<file path="src/rtl/instr_fetch_unit.sv">
// Instruction fetch unit: holds the PC, issues in-order word fetches over a
// req/gnt/rvalid handshake and buffers returned words with their PCs in a
// small prefetch FIFO that feeds decode on a valid/ready interface.
// Redirects flush the buffer and turn all in-flight responses into discards.
module instr_fetch_unit #(
   parameter logic [31:0] RESET_PC = 32'h0000_0000,
   parameter int          DEPTH    = 2
) (
   input  logic        clk,
   input  logic        reset,
   output logic        imem_req,
   output logic [31:0] imem_addr,
   input  logic        imem_gnt,
   input  logic        imem_rvalid,
   input  logic [31:0] imem_rdata,
   input  logic        redirect,
   input  logic [31:0] redirect_pc,
   output logic        instr_valid,
   output logic [31:0] instr,
   output logic [31:0] instr_pc,
   input  logic        instr_ready
);

   localparam int AW = (DEPTH > 1) ? $clog2(DEPTH) : 1;
   localparam int CW = $clog2(DEPTH + 1);
   localparam logic [CW+1:0] DEPTH_L = (CW+2)'(DEPTH);

   logic [31:0]   fetch_pc;
   logic [31:0]   resp_pc;
   logic [CW-1:0] count;
   logic [CW-1:0] outstanding;
   logic [CW-1:0] discard;
   logic [AW-1:0] wptr;
   logic [AW-1:0] rptr;
   logic [31:0]   mem_data [DEPTH];
   logic [31:0]   mem_pc   [DEPTH];

   logic [CW+1:0] total;
   logic [31:0]   redir_aligned;
   logic          fire;
   logic          resp_drop;
   logic          resp_keep;
   logic          rv_any;
   logic          push;
   logic          pop;

   // Every word that is buffered, in flight or awaiting discard holds a
   // credit; a new request may only go out while a credit is free.
   assign total         = {2'b00, count} + {2'b00, outstanding} + {2'b00, discard};
   assign redir_aligned = redirect_pc & 32'hFFFF_FFFC;

   assign imem_req  = !reset && !redirect && (total < DEPTH_L);
   assign imem_addr = fetch_pc;
   assign fire      = imem_req && imem_gnt;

   // Responses belong to stale requests first (discard), then to live ones.
   assign resp_drop = imem_rvalid && (discard != '0);
   assign resp_keep = imem_rvalid && (discard == '0) && (outstanding != '0);
   assign rv_any    = imem_rvalid && ((discard != '0) || (outstanding != '0));

   assign push = resp_keep && !redirect;
   assign pop  = instr_valid && instr_ready && !redirect;

   assign instr_valid = (count != '0);
   assign instr       = instr_valid ? mem_data[rptr] : 32'h0;
   assign instr_pc    = instr_valid ? mem_pc[rptr]   : 32'h0;

   // Fetch PC advances on each accepted request; response PC on each kept word.
   always_ff @(posedge clk or posedge reset) begin
      if (reset) begin
         fetch_pc <= RESET_PC;
         resp_pc  <= RESET_PC;
      end else if (redirect) begin
         fetch_pc <= redir_aligned;
         resp_pc  <= redir_aligned;
      end else begin
         if (fire) fetch_pc <= fetch_pc + 32'd4;
         if (push) resp_pc  <= resp_pc + 32'd4;
      end
   end

   // In-flight bookkeeping; a redirect converts all outstanding into discards.
   always_ff @(posedge clk or posedge reset) begin
      if (reset) begin
         outstanding <= '0;
         discard     <= '0;
      end else if (redirect) begin
         outstanding <= '0;
         discard     <= discard + outstanding - {{(CW-1){1'b0}}, rv_any};
      end else begin
         outstanding <= outstanding + {{(CW-1){1'b0}}, fire}
                                    - {{(CW-1){1'b0}}, resp_keep};
         discard     <= discard - {{(CW-1){1'b0}}, resp_drop};
      end
   end

   // FIFO pointers and occupancy; a redirect empties the buffer outright.
   always_ff @(posedge clk or posedge reset) begin
      if (reset) begin
         count <= '0;
         wptr  <= '0;
         rptr  <= '0;
      end else if (redirect) begin
         count <= '0;
         wptr  <= '0;
         rptr  <= '0;
      end else begin
         count <= count + {{(CW-1){1'b0}}, push} - {{(CW-1){1'b0}}, pop};
         if (push) wptr <= wptr + 1'b1;
         if (pop)  rptr <= rptr + 1'b1;
      end
   end

   // FIFO storage holds data only, so it carries no reset.
   always_ff @(posedge clk) begin
      if (push) begin
         mem_data[wptr] <= imem_rdata;
         mem_pc[wptr]   <= resp_pc;
      end
   end

endmodule

</file>
<file path="config.mk">
export PLATFORM = sky130hd
export DESIGN_NAME = instr_fetch_unit
export DESIGN_NICKNAME = d
export VERILOG_FILES = /design/src/rtl/instr_fetch_unit.sv
export SDC_FILE = /design/constraint.sdc
export NUM_CORES = 1
export LEC_CHECK = 0
export BUFFER_PORTS_ARGS = -buffer_cell sky130_fd_sc_hd__clkbuf_2
export CAP_MARGIN = 20
export CORE_AREA = 5 5 127 129
export CTS_CLUSTER_SIZE = 8
export DETAILED_ROUTE_END_ITERATION = 6
export DIE_AREA = 0 0 132 134
export PLACE_DENSITY = 0.86
export SLEW_MARGIN = 20
export SYNTH_ARGS = -nofsm -noshare
export SYNTH_HDL_FRONTEND = slang
export SYNTH_SLANG_ARGS = --single-unit
</file>
<file path="constraint.sdc">
create_clock -name clk -period 10.2 [get_ports clk]
set_input_delay 0.51 -clock clk [delete_from_list [all_inputs] [get_ports clk]]
set_output_delay 0.51 -clock clk [all_outputs]
set_load 0.005 [all_outputs]
</file>
Word-level counts from Yosys, hierarchy flattened
Memories as Yosys holds them, arrays and structs flattened.
Index checks and enable logic that the tools add are counted.
- add/subtract/negate cells: 13
- order comparisons: 1
- muxes and demuxes: 15
- reductions and logical operators: 20
- operators by type and width (operator ; count):
    32-bit 2-to-1 mux ; 6
    32-bit by 3-bit adder with 32-bit output (second input constant) ; 2
    2-bit nonzero test ; 6
    1-bit logical AND ; 10
    2-bit by 1-bit subtractor with 2-bit output ; 4
    1-bit 2-to-1 mux ; 6
    2-bit 2-to-1 mux ; 3
    2-bit by 1-bit adder with 2-bit output ; 2
    3-bit by 2-bit adder with 4-bit output ; 1
    4-bit by 2-bit < comparator with 1-bit output (second input constant) ; 1
    2-bit by 2-bit adder with 3-bit output ; 1
    1-bit adder (second input constant) ; 2
    2-bit adder ; 1
    1-bit zero test ; 2
    2-bit zero test ; 1
    1-bit logical OR ; 1
- bits in registers: 72
- RAM bits: 128
- logic and storage cells: 58
- memories kept: 2
- memory list (name ; words ; width ; rd ports ; clocked after Yosys merged registers in ; wr ports ; line ; RTL):
    mem_data ; 2 ; 32 ; 1 ; 0 ; 1 ; 35 ; logic [31:0] mem_data [DEPTH];
    mem_pc ; 2 ; 32 ; 1 ; 0 ; 1 ; 36 ; logic [31:0] mem_pc [DEPTH];

Logic depth before layout (Yosys ltp)
Gate-level depths: netlist of run 1.
- depth in word-level cells: 8
- gate-level depth with buffers: 12

Worst setup path after synthesis of run 1
Ideal clock, no wire load.
- path type: input -> register
- from: input redirect
- to: memory mem_data[0][0] (enable)
- arrival time: 3.792 ns
- data required time: 9.718 ns
- setup slack: 5.925 ns
- cell stages on the path: 5
- buffers on the path: 2
- cells stage by stage: clkbuf_1 inv_2 clkbuf_1 nand2_1 nor2_1
- cells in the longest elaborated chain, start to end: 4
- RTL lines (what ; line ; RTL):
    start: declaration ; 16 ; input logic redirect,
    1-bit zero test ; 61 ; assign push = resp_keep && !redirect;
    1-bit logical AND ; 61 ;
    1-bit 2-to-1 mux ; 116 ; if (push) begin
    1-bit 2-to-1 mux (not written as such) ; 117 ; mem_data[wptr] <= imem_rdata;
    end: declaration ; 35 ;
No other way between the ends.

Worst setup path in the final report of run 1
- from: register count[1]
- to: register outstanding[1]
- cells in the longest elaborated chain, start to end: 8
- RTL lines (what ; line ; RTL):
    start: declaration ; 30 ; logic [CW-1:0] count;
    start signal: assignment ; 108 ; count <= count + {{(CW-1){1'b0}}, push} - {{(CW-1){1'b0}}, pop};
    2-bit by 2-bit adder with 3-bit output ; 49 ; assign total = {2'b00, count} + {2'b00, outstanding} + {2'b00, discard};
    3-bit by 2-bit adder with 4-bit output ; 49 ;
    4-bit by 2-bit < comparator with 1-bit output ; 52 ; assign imem_req = !reset && !redirect && (total < DEPTH_L);
    1-bit logical AND ; 52 ;
    1-bit logical AND ; 54 ; assign fire = imem_req && imem_gnt;
    2-bit by 1-bit adder with 2-bit output ; 91 ; outstanding <= outstanding + {{(CW-1){1'b0}}, fire}
    2-bit by 1-bit subtractor with 2-bit output ; 92 ; - {{(CW-1){1'b0}}, resp_keep};
    2-bit 2-to-1 mux ; 87 ; end else if (redirect) begin
    end signal: assignment ; 91 ;
    end: declaration ; 31 ; logic [CW-1:0] outstanding;
No other way between the ends.
A chain may end at the register's enable or synchronous reset.

==> results of run 1 <==
-- layer usage --
layer	GRT usage [%]	up-vias	routed length [µm]
met5	0	-	0
li1	-	2698	-
met1	27.7	2731	7620
met3	5.21	34	1240
met2	34.1	211	8970
met4	7.71	0	420
-- registers in the layout, summed over array words and instances (netlist names) --
register,count
resp_pc,30
outstanding,2
rptr,1
discard,2
count,2
mem_data,64
mem_pc,60
wptr,1
imem_addr,30
-- worst register-to-register path, delay by kind of cell, from the launching register on --
family | cells | cell delay (ns)
simple gates | 3 | 1.06
fa+ha+maj | 4 | 1.32
buf+inv | 3 | 0.18
xor+xnor | 2 | 0.32
flops | 1 | 0.39
-- synthesized netlist by cell type, drive strengths merged --
master	instances
dfrtp	68
a21boi	6
and3	8
nand4	22
nor3	11
and4	6
or4b	1
and2	6
o311ai	2
o21a	2
buf	11
a21o	1
o21ai	6
nand2b	3
or2	2
mux2i	65
nor2	88
conb	1
edfxtp	124
inv	19
nor3b	2
nor4	9
clkbuf	20
fa	1
mux2	35
o211ai	3
a31oi	3
clkinv	1
nand2	30
xnor2	40
nand3	17
or3	1
ha	11
nor4b	2
and4bb	1
nor2b	3
xor2	22
a21oi	9
-- power breakdown --
group          internal [mW]  total, mW  switching [mW]  leakage, nW
registers              0.873      0.919          0.0460         1.91
clock network          0.339      0.625           0.286        0.264
logic                  0.105      0.227           0.122         1.78
total                   1.32       1.77           0.454         3.96
-- layout make-up --
cell class                      instances  area (µm²)  share of cell area (%)
Antenna cell                            1        2.50                  0.0246
Clock buffer                           17         425                    4.17
Clock inverter                         15         136                    1.34
Inverter                               20        75.1                   0.737
Multi-Input combinational cell        422        3020                    29.7
Sequential cell                       192        5430                    53.3
Tap cell                              188         235                    2.31
Timing Repair Buffer                  169         866                    8.49
-- cells by family after synthesis --
kind of cell	share of synthesized area [%]
xor+xnor	6.28
fa+ha+maj	1.82
simple gates	12.1
flops	62.7
other cells	0.0434
buf+inv	2.63
compound gates	2.33
mux	12.1
-- how the worst max path moves through the flow --
stage | start | to | slack [ns] | cells after the start
after detailed placement | count[1] | outstanding[1] | 6.86 | 12
after global placement | count[1] | imem_addr[19] | 6.90 | 9
after global routing | count[1] | outstanding[1] | 6.61 | 12
after floorplan | redirect | mem_data[0][0] | 5.93 | 5
after CTS | count[1] | outstanding[1] | 6.83 | 12
final | count[1] | outstanding[1] | 6.81 | 12
-- per-stage QoR --
step / instances / total power [mW] / setup WS (ns) / cell area (µm²)
floorplan: 665 / 1.08 / 5.93 / 8660
global placement: 991 / 1.15 / 6.90 / 9630
detailed placement: 991 / 1.16 / 6.86 / 9630
CTS: 1023 / 1.78 / 6.83 / 10200
global route: 1024 / 1.85 / 6.61 / 10200
finish: 1024 / 1.77 / 6.81 / 10200
==> impl_metrics.py, run 1 <==
metrics = {
    "sta": {
        "hold_viol": 0,
        "slew_violations": 0,
        "max_freq_mhz": 295,
        "tns_ns": 0,
        "worst_hold_slack_ns": 0.277,
        "finalSetupViolCount": 0,
        "fin_crit_ns": 3.39,
        "finalCritPeriodShare_pct": 33.3,
        "relSlewSlack_pct": 27.4,
        "tightest_slew_ns": 1.09,
        "clock_skew_ns": 0.0114,
        "rsz0062_at_grt": "false",
    },
    "worst_hold_path": {
        "hp-class": "in -> reg",
        "min_path_cells": 1,
        "min_to": "mem_data[1][20]",
        "worstHoldStart": "imem_rdata[20]",
    },
    "route": {
        "drtAntennaViolNets": 0,
        "drt_iter0_drc": 394,
        "dr_total_vias": 5674,
        "routedWlPerCell_um": 17.8,
        "wirelength_mm": 18.2,
        "viasPerCell": 5.54,
        "route.detailed.drc": 0,
        "drt-pass1-iter-count": 4,
    },
    "synthesis": {
        "ys_types": 44,
        "ys_top_cells_by_area": "edfxtp_1, dfrtp_1, mux2i_1",
        "yosysTopAreaCell": "edfxtp_1",
        "syn_area_um2": 8650,
        "yosysTopAreaCellShare_pct": 43.1,
        "synth.avg_cell_area_um2": 13.1,
        "ys_ff_latch": 192,
        "synthCells": 662,
        "yosysSeqAreaShare_pct": 62.7,
        "synth-warning-count": 0,
    },
    "cts": {
        "post_cts_buffers": 0,
        "cts.sinks": 192,
        "clkLatencyLatePin_ns": 0.42,
        "cts_hold_buf": 0,
        "cts_root_buf": "clkbuf_16",
        "cts.clk_slew.worst_paths_ns": 0.07,
        "cts_buffer_depth": 2,
        "cts_tree": "yes",
        "htreeDepth": 4,
        "cts-resized-gates": 0,
        "cts_buffers": 17,
    },
    "cells_and_area": {
        "n_fill_cell": 1064,
        "layout_common_cells": "clkbuf_2, edfxtp_1, nor2_1",
        "drive_gt1_share_pct": 29.5,
        "final_common_cell": "clkbuf_2",
        "areaGrowthSynthToFinish_pct": 17.9,
        "nets": 904,
        "utilization_pct": 68.3,
    },
    "placement": {
        "gp_congestion": 0.835,
        "hpwl_mm": 12.5,
        "io_buffer_count": 161,
    },
    "floorplanning": {
        "die_h_um": 134,
        "die_w_um": 132,
        "rows": 45,
        "boundaryPins": 168,
        "core_um2": 14900,
        "design.die.area_um2": 17700,
        "start_util_pct": 58.0,
    },
    "critical_path": {
        "cp_max_fo": 7,
        "critPathRequiredTime_ns": 10.50,
        "slowest_delay_ns": 0.88,
        "slowest_stage": "nor4b_1",
        "critPathBufInv": 3,
        "cpLargestDelayFamily": "adder cells",
        "worst-setup-path-type": "reg -> reg",
        "ff2ff_setup_slack_ns": 6.81,
        "end_kind": "flop",
        "path_cells": "inv_1 -> fa_1 -> inv_1 -> ha_1 -> nor4b_1 -> nand2_1 -> ha_1 -> inv_1 -> ha_1 -> xnor2_1 -> xnor2_1 -> nor2_1",
        "r2r_cells": 12,
        "rr_endpoint": "outstanding[1]",
        "critical_path_arrival_ns": 3.69,
        "cp-start-kind": "flop",
        "worstReg2RegStart": "count[1]",
    },
    "run": {
        "drv_cap": 0,
    },
    "global_route": {
        "antenna_found_initial": 1,
        "overflow": 0,
        "grt_use_total_pct": 21.0,
        "grt_pass1_vias": 5675,
        "grt_pass1_wl_mm": 29.4,
        "grt_max_degree": 69,
    },
    "power": {
        "pwr_density_cell_nw_per_um2": 174,
        "p_leak_nw": 3.96,
        "ir_drop_mv": 0.113,
    },
    "outcome": {
        "status": "complete, no violations",
    },
}
Note: power is estimated with default switching activity, not from simulation.
==> run 2: changes to the inputs <==
--- a/config.mk
+++ b/config.mk
@@ -5,13 +5,14 @@
 export SDC_FILE = /design/constraint.sdc
 export NUM_CORES = 1
 export LEC_CHECK = 0
+export ABC_AREA = 1
 export BUFFER_PORTS_ARGS = -buffer_cell sky130_fd_sc_hd__clkbuf_2
 export CAP_MARGIN = 20
-export CORE_AREA = 5 5 127 129
+export CORE_AREA = 5 5 144 146
 export CTS_CLUSTER_SIZE = 8
 export DETAILED_ROUTE_END_ITERATION = 6
-export DIE_AREA = 0 0 132 134
-export PLACE_DENSITY = 0.86
+export DIE_AREA = 0 0 149 151
+export PLACE_DENSITY = 0.77
 export SLEW_MARGIN = 20
 export SYNTH_ARGS = -nofsm -noshare
 export SYNTH_HDL_FRONTEND = slang
==> constraint.sdc (replaced) <==
create_clock -name clk -period 2.8 [get_ports clk]
set_input_delay 0.14 -clock clk [delete_from_list [all_inputs] [get_ports clk]]
set_output_delay 0.14 -clock clk [all_outputs]
set_load 0.005 [all_outputs]
==> impl_metrics.py, run 2 <==
metrics = {
    "outcome": {
        "status": "finished with violations",
        "violations": "hold timing",
    },
    "cells_and_area": {
        "layout_common_cells": "nand2_1, clkbuf_2, edfxtp_1",
        "antenna_cells": 0,
        "largest_register": "mem_data",
        "largest_register_ffs": 64,
        "areaGrowthSynthToFinish_pct": 21.2,
        "n_fill_cell": 1579,
        "nets": 1368,
        "drive_gt1_share_pct": 19.2,
        "final_common_cell": "nand2_1",
        "utilization_pct": 60.4,
        "top_regs": "mem_data (64), mem_pc (60)",
    },
    "route": {
        "drtAntennaViolNets": 0,
        "drt_iter0_drc": 610,
        "viasPerCell": 5.16,
        "drt-pass1-iter-count": 5,
        "route.detailed.drc": 0,
        "routedWlPerCell_um": 15.6,
        "wirelength_mm": 24.4,
        "dr_total_vias": 8077,
    },
    "sta": {
        "finalSetupViolCount": 0,
        "max_freq_mhz": 384,
        "rsz0062_at_grt": "false",
        "tightest_slew_ns": 0.884,
        "finalCritPeriodShare_pct": 93.0,
        "worst_hold_slack_ns": -0.0199,
        "clock_skew_ns": 0.0150,
        "relSlewSlack_pct": 41.1,
        "fin_crit_ns": 2.61,
        "slew_violations": 0,
        "hold_viol": 5,
        "tns_ns": 0,
    },
    "floorplanning": {
        "die_h_um": 151,
        "rows": 51,
        "start_util_pct": 49.8,
        "core_um2": 19300,
        "boundaryPins": 168,
        "design.die.area_um2": 22500,
        "die_w_um": 149,
    },
    "critical_path": {
        "critical_path_arrival_ns": 2.93,
        "r2r_cells": 13,
        "critPathRequiredTime_ns": 3.13,
        "slowest_stage": "fa_1",
        "cp-start-kind": "flop",
        "cpLargestDelayFamily": "adder cells",
        "path_cells": "inv_1 -> fa_1 -> inv_1 -> ha_1 -> inv_1 -> nand2_1 -> nor2_2 -> nand3_4 -> ha_1 -> inv_1 -> ha_1 -> xor2_1 -> nor2_1",
        "cp_max_fo": 9,
        "path_common_cell": "inv_1",
        "critPathBufInv": 4,
        "end_kind": "flop",
        "slowest_delay_ns": 0.49,
        "cp_num_cells": 13,
        "worst-setup-path-type": "reg -> reg",
    },
    "global_route": {
        "antenna_found_initial": 0,
        "grt_use_total_pct": 22.0,
        "overflow": 0,
        "grt_max_degree": 69,
        "grt_pass1_wl_mm": 39.0,
        "grt_pass1_vias": 7594,
    },
    "cts": {
        "cts_buffers": 17,
        "cts_tree": "yes",
        "htreeDepth": 4,
        "clkLatencyLatePin_ns": 0.44,
        "cts_buffer_depth": 2,
        "cts.sinks": 192,
        "cts.clk_slew.worst_paths_ns": 0.07,
        "post_cts_buffers": 0,
        "cts_root_buf": "clkbuf_16",
    },
    "placement": {
        "hpwl_mm": 16.5,
        "io_buffer_count": 161,
        "gp_congestion": 0.932,
    },
    "synthesis": {
        "yosysTopAreaCellShare_pct": 38.8,
        "synthCells": 1091,
        "ys_async_sr_fraction_pct": 35.4,
        "syn_area_um2": 9610,
        "synth_edf_count": 124,
        "yosysTopAreaCell": "edfxtp_1",
        "ys.flop_type": "edfxtp_1",
        "ys_types": 38,
        "synth-warning-count": 0,
        "synth.avg_cell_area_um2": 8.80,
        "synth.most_common_cell": "nand2_1",
        "ys_ff_latch": 192,
        "yosysSeqAreaShare_pct": 56.5,
        "ys_top_cells_by_area": "edfxtp_1, dfrtp_1, nand2_1",
        "ys_top_cells_by_count": "nand2_1, edfxtp_1, inv_1",
    },
    "power": {
        "pwr_density_cell_nw_per_um2": 594,
        "p_leak_nw": 5.12,
        "ir_drop_mv": 0.398,
    },
    "worst_hold_path": {
        "hp-class": "in -> async",
    },
    "run": {
        "drv_cap": 0,
    },
}
## run 2: path summary, 6_finish.rpt
kind                                 from        endpoint  slack, ns
hold / removal                      reset    imem_addr[7]      -0.02
max in group asynchronous           reset            rptr       2.17
setup reg to reg               discard[1]  outstanding[1]       0.19
min in group clk           redirect_pc[7]      resp_pc[7]       0.01
setup / recovery               discard[1]  outstanding[1]       0.19
hold reg to reg               resp_pc[31]   mem_pc[0][31]       0.54
## run 2: cells by family (layout without fill, tap and decap cells)
family                   Yosys count  after routing  share of synthesized area [%]
AO/OA/AOI/OAI                    114            114                           6.36
buffers and inverters            139            344                           6.15
flip-flops                       192            192                           56.5
other                              1              4                         0.0390
AND/OR/NAND/NOR                  606            606                           26.9
XOR/XNOR                          27             27                           2.46
adder cells (fa/ha/maj)           12             12                           1.64
## run 2: layer usage
metal  up-vias  track usage (%)  wire [µm]  part of all wire [%]
li1       3922                -          -                     -
met1      3769             30.9      10500                    43
met2       354             35.6      11300                    47
met3        32             4.07       2210                   9.1
met4         0             5.86        367                   1.5
met5         -                0          0                     0
## run 2: metrics by stage
| step | instances | area [µm²] | hold slack (ns) | setup slack [ns] | power [mW] |
|---|---|---|---|---|---|
| 2_1_floorplan | 1094 | 9630 | 0.239 | 0.198 | 4.15 |
| 3_3_place_gp | 1493 | 10700 | 0.329 | 0.256 | 4.50 |
| 3_5_place_dp | 1493 | 10700 | 0.333 | 0.186 | 4.54 |
| 4_1_cts | 1564 | 11600 | 0.00162 | 0.166 | 6.94 |
| 5_1_grt | 1564 | 11600 | 0.0145 | 0.00334 | 7.25 |
| 6_report | 1564 | 11600 | -0.0199 | 0.195 | 6.92 |
## run 2: worst register-to-register path, delay by kind of cell, from the launching register on
kind / cells / cell delay, ns
XOR/XNOR: 1 / 0.16
AND/OR/NAND/NOR: 4 / 0.46
buffers and inverters: 4 / 0.23
flip-flops: 1 / 0.47
adder cells (fa/ha/maj): 4 / 1.17
## run 2: cell type report
class	instances	area, µm²	share of cell area, %
multi-input cells	763	3620	31.1
inverters	102	388	3.33
well taps	265	332	2.85
flip-flops and latches	192	5430	46.6
repair buffers	210	1300	11.1
clock inverters	14	150	1.29
clock buffers	18	429	3.68
## run 2: power breakdown
group / total [mW] / leakage (nW) / internal [mW] / switching (mW)
registers: 3.47 / 1.95 / 3.21 / 0.253
clock network: 2.38 / 0.285 / 1.26 / 1.12
logic: 1.08 / 2.89 / 0.431 / 0.644
total: 6.92 / 5.12 / 4.90 / 2.01
## run 2: repair_timing
action | CTS | global route
hold buffers | 39 | 0
gates resized for setup | 0 | 1
setup endpoints to repair | 0 | 1
hold endpoints to repair | 74 | 0
